==> src/rtl/cast_code_pkg.sv <==
// rtl/cast_code_pkg.sv - shared types and default constants for the cast code decoder
// Purpose: holds the decoded entry layout and the default match constants.
// Contents: entry_t {sel, is_default, err}; A/B/K2/K3/C default constants.
package cast_code_pkg;

  localparam int A_DEFAULT  = 10;
  localparam int B_DEFAULT  = 12;
  localparam int K2_DEFAULT = 45;
  localparam int K3_DEFAULT = 33;
  localparam int C_DEFAULT  = 16;

  typedef struct packed {
    logic [1:0] sel;
    logic       is_default;
    logic       err;
  } entry_t;

endpackage

==> src/rtl/cast_code_fifo.sv <==
// rtl/cast_code_fifo.sv - synchronous FIFO of decoded entries
// Purpose: DEPTH-entry FIFO, registered flags, no bypass from write to read.
// Ports:
//   clk, rst_n     clock, asynchronous active-low reset
//   push, wdata    write request and entry (taken only when in_ready)
//   pop            read request (taken only when out_valid)
//   in_ready       occupancy < DEPTH (registered count only)
//   out_valid      occupancy > 0
//   head           entry at the read pointer
module cast_code_fifo
  import cast_code_pkg::*;
#(
  parameter int  DEPTH = 4,
  parameter type T     = entry_t
) (
  input  logic clk,
  input  logic rst_n,
  input  logic push,
  input  T     wdata,
  input  logic pop,
  output logic in_ready,
  output logic out_valid,
  output T     head
);

  localparam int PW = $clog2(DEPTH);
  localparam int CW = PW + 1;
  localparam logic [CW-1:0] DEPTH_C = CW'(DEPTH);

  logic [PW-1:0] wptr;
  logic [PW-1:0] rptr;
  logic [CW-1:0] count;
  T              mem [DEPTH];

  logic push_ok;
  logic pop_ok;

  assign in_ready  = (count < DEPTH_C);
  assign out_valid = (count != '0);
  assign push_ok   = push && in_ready;
  assign pop_ok    = pop && out_valid;
  assign head      = mem[rptr];

  // Pointers are PW bits wide, so DEPTH being a power of two makes them wrap on their own.
  always_ff @(posedge clk or negedge rst_n) begin
    if (!rst_n) begin
      wptr  <= '0;
      rptr  <= '0;
      count <= '0;
    end else begin
      if (push_ok) wptr <= wptr + PW'(1);
      if (pop_ok)  rptr <= rptr + PW'(1);
      case ({push_ok, pop_ok})
        2'b10:   count <= count + CW'(1);
        2'b01:   count <= count - CW'(1);
        default: count <= count;
      endcase
    end
  end

  // Storage needs no reset: occupancy gates every read.
  always_ff @(posedge clk) begin
    if (push_ok) mem[wptr] <= wdata;
  end

endmodule

==> src/rtl/cast_code_decoder.sv <==
// rtl/cast_code_decoder.sv - priority code decoder feeding an output FIFO
// Purpose: decodes in_code against truncated constants K0..K3, KD and queues the result.
// Ports:
//   clk, rst_n                        clock, asynchronous active-low reset
//   in_valid, in_code, in_ready       code input handshake
//   out_valid, out_ready              entry output handshake
//   out_sel, out_default, out_err     head entry fields (0 when out_valid = 0)
//   err_count                         saturating count of unmatched pushes
module cast_code_decoder
  import cast_code_pkg::*;
#(
  parameter int WIDTH = 4,
  parameter int A     = A_DEFAULT,
  parameter int B     = B_DEFAULT,
  parameter int C     = C_DEFAULT,
  parameter int DEPTH = 4
) (
  input  logic             clk,
  input  logic             rst_n,
  input  logic             in_valid,
  input  logic [WIDTH-1:0] in_code,
  output logic             in_ready,
  output logic             out_valid,
  output logic [1:0]       out_sel,
  output logic             out_default,
  output logic             out_err,
  input  logic             out_ready,
  output logic [7:0]       err_count
);

  localparam logic [WIDTH-1:0] K0 = WIDTH'(A);
  localparam logic [WIDTH-1:0] K1 = WIDTH'(B);
  localparam logic [WIDTH-1:0] K2 = WIDTH'(K2_DEFAULT);
  localparam logic [WIDTH-1:0] K3 = WIDTH'(K3_DEFAULT);
  localparam logic [WIDTH-1:0] KD = WIDTH'(C);

  // Earlier constants win when truncation makes two of them equal.
  function automatic entry_t decode(input logic [WIDTH-1:0] code);
    entry_t e;
    e = '0;
    if      (code == K0) e.sel = 2'd0;
    else if (code == K1) e.sel = 2'd1;
    else if (code == K2) e.sel = 2'd2;
    else if (code == K3) e.sel = 2'd3;
    else if (code == KD) e.is_default = 1'b1;
    else                 e.err = 1'b1;
    return e;
  endfunction

  entry_t dec;
  entry_t head;
  logic   push_fire;

  assign dec       = decode(in_code);
  assign push_fire = in_valid && in_ready;

  cast_code_fifo #(
    .DEPTH (DEPTH),
    .T     (entry_t)
  ) u_fifo (
    .clk       (clk),
    .rst_n     (rst_n),
    .push      (in_valid),
    .wdata     (dec),
    .pop       (out_ready),
    .in_ready  (in_ready),
    .out_valid (out_valid),
    .head      (head)
  );

  // Gating on out_valid keeps the fields at 0 through reset and while empty.
  assign out_sel     = out_valid ? head.sel        : 2'd0;
  assign out_default = out_valid ? head.is_default : 1'b0;
  assign out_err     = out_valid ? head.err        : 1'b0;

  always_ff @(posedge clk or negedge rst_n) begin
    if (!rst_n) begin
      err_count <= '0;
    end else if (push_fire && dec.err && (err_count != 8'hFF)) begin
      err_count <= err_count + 8'd1;
    end
  end

endmodule

==> config.mk <==
export PLATFORM = sky130hd
export DESIGN_NAME = cast_code_decoder
export DESIGN_NICKNAME = d
export VERILOG_FILES = /design/src/rtl/cast_code_pkg.sv /design/src/rtl/cast_code_fifo.sv /design/src/rtl/cast_code_decoder.sv
export SDC_FILE = /design/constraint.sdc
export NUM_CORES = 1
export LEC_CHECK = 0
export CAP_MARGIN = 20
export CORE_MARGIN = 3
export CORE_UTILIZATION = 45
export DETAILED_ROUTE_END_ITERATION = 8
export PLACE_DENSITY = 0.68
export REMOVE_ABC_BUFFERS = 1
export SLEW_MARGIN = 20
export SYNTH_ARGS = -nofsm -noshare
export SYNTH_HDL_FRONTEND = slang
export SYNTH_SLANG_ARGS = --single-unit
==> constraint.sdc <==
create_clock -name clk -period 2.4 [get_ports clk]
set_input_delay 0.72 -clock clk [delete_from_list [all_inputs] [get_ports clk]]
set_output_delay 0.72 -clock clk [all_outputs]
set_load 0.1 [all_outputs]
==> qor.csv <==
stage,metric,value,unit
run_status,status,"finished, final reports clean",
final_layout,syn2layout_area_growth,28.48,%
hold_path,hold_depth,1,
setup_path,r2r_cells,6,
sta,max_freq,0.4213,GHz
floorplan,start_util,48.04,%
placement,gp_congestion,0.7975,
final_layout,fillers,266,
setup_path,cp_max_fo,5,
setup_path,crit_path_end_kind,output pin,
global_route,antenna_found_initial,0,
route,dr_wl_met3,143,um
route,drt_iter0_markers,42,
hold_path,holdPathEnd,u_fifo.count[0]$_DFFE_PN0P_,
synth,yosys.area.top_type,edfxtp_1,
floorplan,ios,22,
synth,synth_cell_types,30,
sta,timing.final.crit_share,98.91,%
route,dr.pass1.iters,4,
final_layout,final_nets,169,
final_layout,final_cell_count_no_fill,199,
sta,clock_skew,9.904,ps
global_route,overflow,0,
sta,final-setup-viol-count,0,
clock_network,ctsRootBufferMaster,clkbuf_4,
clock_network,h-tree-depth,2,
placement,portBuffers,21,
clock_network,insertion_delay,330,ps
placement,dp_hpwl,2023,um
clock_network,cts_sinks,31,
route,topRoutingLayerUsed,met4,
sta,setup_tns,0,ps
synth,synth_top_area_share,31.97,%
synth,synthFlopType,edfxtp_1,
route,wl,2631,um
sta,max_slew_margin,53.57,%
floorplan,die-area,4069,sq um
clock_network,clkTransAtPathRegs,100,ps
setup_path,worst_ep_required_time,1680,ps
sta,hold_violations,0,
clock_network,holdBufCountCts,0,
clock_network,cts_buffer_depth,2,
setup_path,timing.rr.end,u_fifo.count[1]$_DFFE_PN0P_,
floorplan,die_h,63.79,um
synth,yosys_warnings,0,
final_layout,drive_above_1_share,29.03,%
synth,synth_common_cells,"edfxtp_1, dfrtp_1, and2_1, inv_1, nor2_1",
synth,async_flop_share,48.39,%
sta,fin_crit,2374,ps
run,cap_violations,0,
synth,ys_ff_latch,31,
clock_network,cts_buffers,5,
setup_path,worst_setup_path_start_kind,flop,
route,drc,0,
floorplan,die_w,63.79,um
hold_path,hp-start,u_fifo.count[0]$_DFFE_PN0P_,
route,ant_nets,0,
global_route,track_usage,15.47,%
global_route,first_global_vias,1053,
synth,avgSynthCellArea,12.84,sq um
global_route,grt_pass1_wl,4678,um
hold_path,hold_path_class,reg2reg,
synth,netlist_area,1503,sq um
synth,yosysSeqAreaShare,56.95,%
route,wire_per_inst,13.22,um
setup_path,rrSetupSlack,360,ps
setup_path,r2r-start,u_fifo.count[0]$_DFFE_PN0P_,
floorplan,coreArea,3128,sq um
placement,dp_cells,190,
route,vias_per_cell,5.111,
route,wl_met1,1142,um
clock_network,cts_tree,built,
synth,yosysMostFrequentCell,edfxtp_1,
global_route,grt_start_max_net_pins,16,
synth,synth_edf_count,16,
route,routed-wl-met2,1285,um
sta,tightest_slew,694.3,ps
setup_path,worstSetupPathType,reg2out,
synth,synthCells,117,
setup_path,arrival,1650,ps
sta,rsz0062_at_grt,true,
synth,synth_area_leaders,"edfxtp_1, dfrtp_1, mux4_2",
sta,slew_violations,0,
final_layout,antenna_cells,0,
floorplan,fp-row-count,20,
route,vias,1017,
worst max-delay path by stage:
stage / startpoint / end / slack [ps] / cells past startpoint
2_1_floorplan: u_fifo.count[0]$_DFFE_PN0P_ / out_default / -300 / 2
3_3_place_gp: in_valid / err_count[3]$_DFFE_PN0P_ / 20 / 7
3_5_place_dp: in_valid / err_count[3]$_DFFE_PN0P_ / -3 / 7
4_1_cts: u_fifo.rptr[0]$_DFFE_PN0P_ / out_sel[0] / -10 / 3
5_1_grt: u_fifo.rptr[0]$_DFFE_PN0P_ / out_sel[0] / -60 / 3
6_report: u_fifo.rptr[0]$_DFFE_PN0P_ / out_sel[0] / 30 / 3
routing by layer:
layer | vias to the layer above | track usage, %
li1 | 489 | -
met1 | 501 | 17.85
met2 | 22 | 24.52
met3 | 5 | 6.327
met4 | 0 | 8.086
met5 | - | 0
cells in the final DEF (no fill, tap or decap), drive strengths merged:
cell	n
buf	25
edfxtp	16
dfrtp	15
inv	10
and2	10
nor2	8
nand2	7
clkdlybuf4s50	7
xor2	6
ha	6
clkbuf	6
mux4	4
xnor2	4
a21oi	3
o21ai	3
nand4	3
nor3	3
nor2b	2
and4	2
nand3	2
mux2	2
clkinv	2
or3	1
nand4bb	1
nor4	1
o2111ai	1
o41a	1
o21ba	1
o211ai	1
mux2i	1
fa	1
worst max-delay path, stage by stage, from the launching register on:
cell and delay, ps:
dfrtp_2 460, mux4_2 520, and2_4 180, buf_12 160
flip-flops by register name (all words and copies together), names as in the netlist:
register      count
u_fifo.wptr       2
u_fifo.mem       16
u_fifo.count      3
err_count         8
u_fifo.rptr       2
logic make-up (layout without fill, tap and decap cells):
logic type,count (synthesis),in the layout,synth area share (%)
muxes,7,7,8.160
AOI/OAI and AO/OA,10,10,4.912
and+or+nand+nor,40,40,14.74
DFF,31,31,56.95
buffers and inverters,12,50,3.080
adders and majority gates,7,7,6.328
xor gates and xnor gates,10,10,5.828
metrics by stage:
| stage | hold WS, ps | utilization (%) | setup slack [ps] | area [sq um] |
|---|---|---|---|---|
| 2_1_floorplan | 424.4 | - | -300.8 | 1494 |
| 3_3_place_gp | 490.8 | 59.52 | 23.68 | 1862 |
| 3_5_place_dp | 495.3 | 59.52 | -3.355 | 1862 |
| 4_1_cts | 511.6 | 61.72 | -11.30 | 1931 |
| 5_1_grt | 552.3 | 61.72 | -64.78 | 1931 |
| 6_report | 509.1 | 61.72 | 26.25 | 1931 |
what timing repair did:
action,4_1_cts,5_1_grt
pin swaps,0,0
buffers inserted,1,0
resized for setup,5,0
setup endpoints to repair,4,4
hold endpoints to repair,0,0
layout make-up:
class / count / area [sq um] / area share [%]
flip-flops and latches: 31 / 857.1 / 44.39
multi-input cells: 74 / 610.6 / 31.63
repair buffers: 32 / 320.3 / 16.59
well taps: 44 / 55.05 / 2.852
clock buffers: 6 / 41.29 / 2.139
inverters: 10 / 37.54 / 1.944
clock inverters: 2 / 8.758 / 0.4537
Power is not shown: default switching activity piles up to over one toggle a cycle in this logic, so the estimate is an artifact.
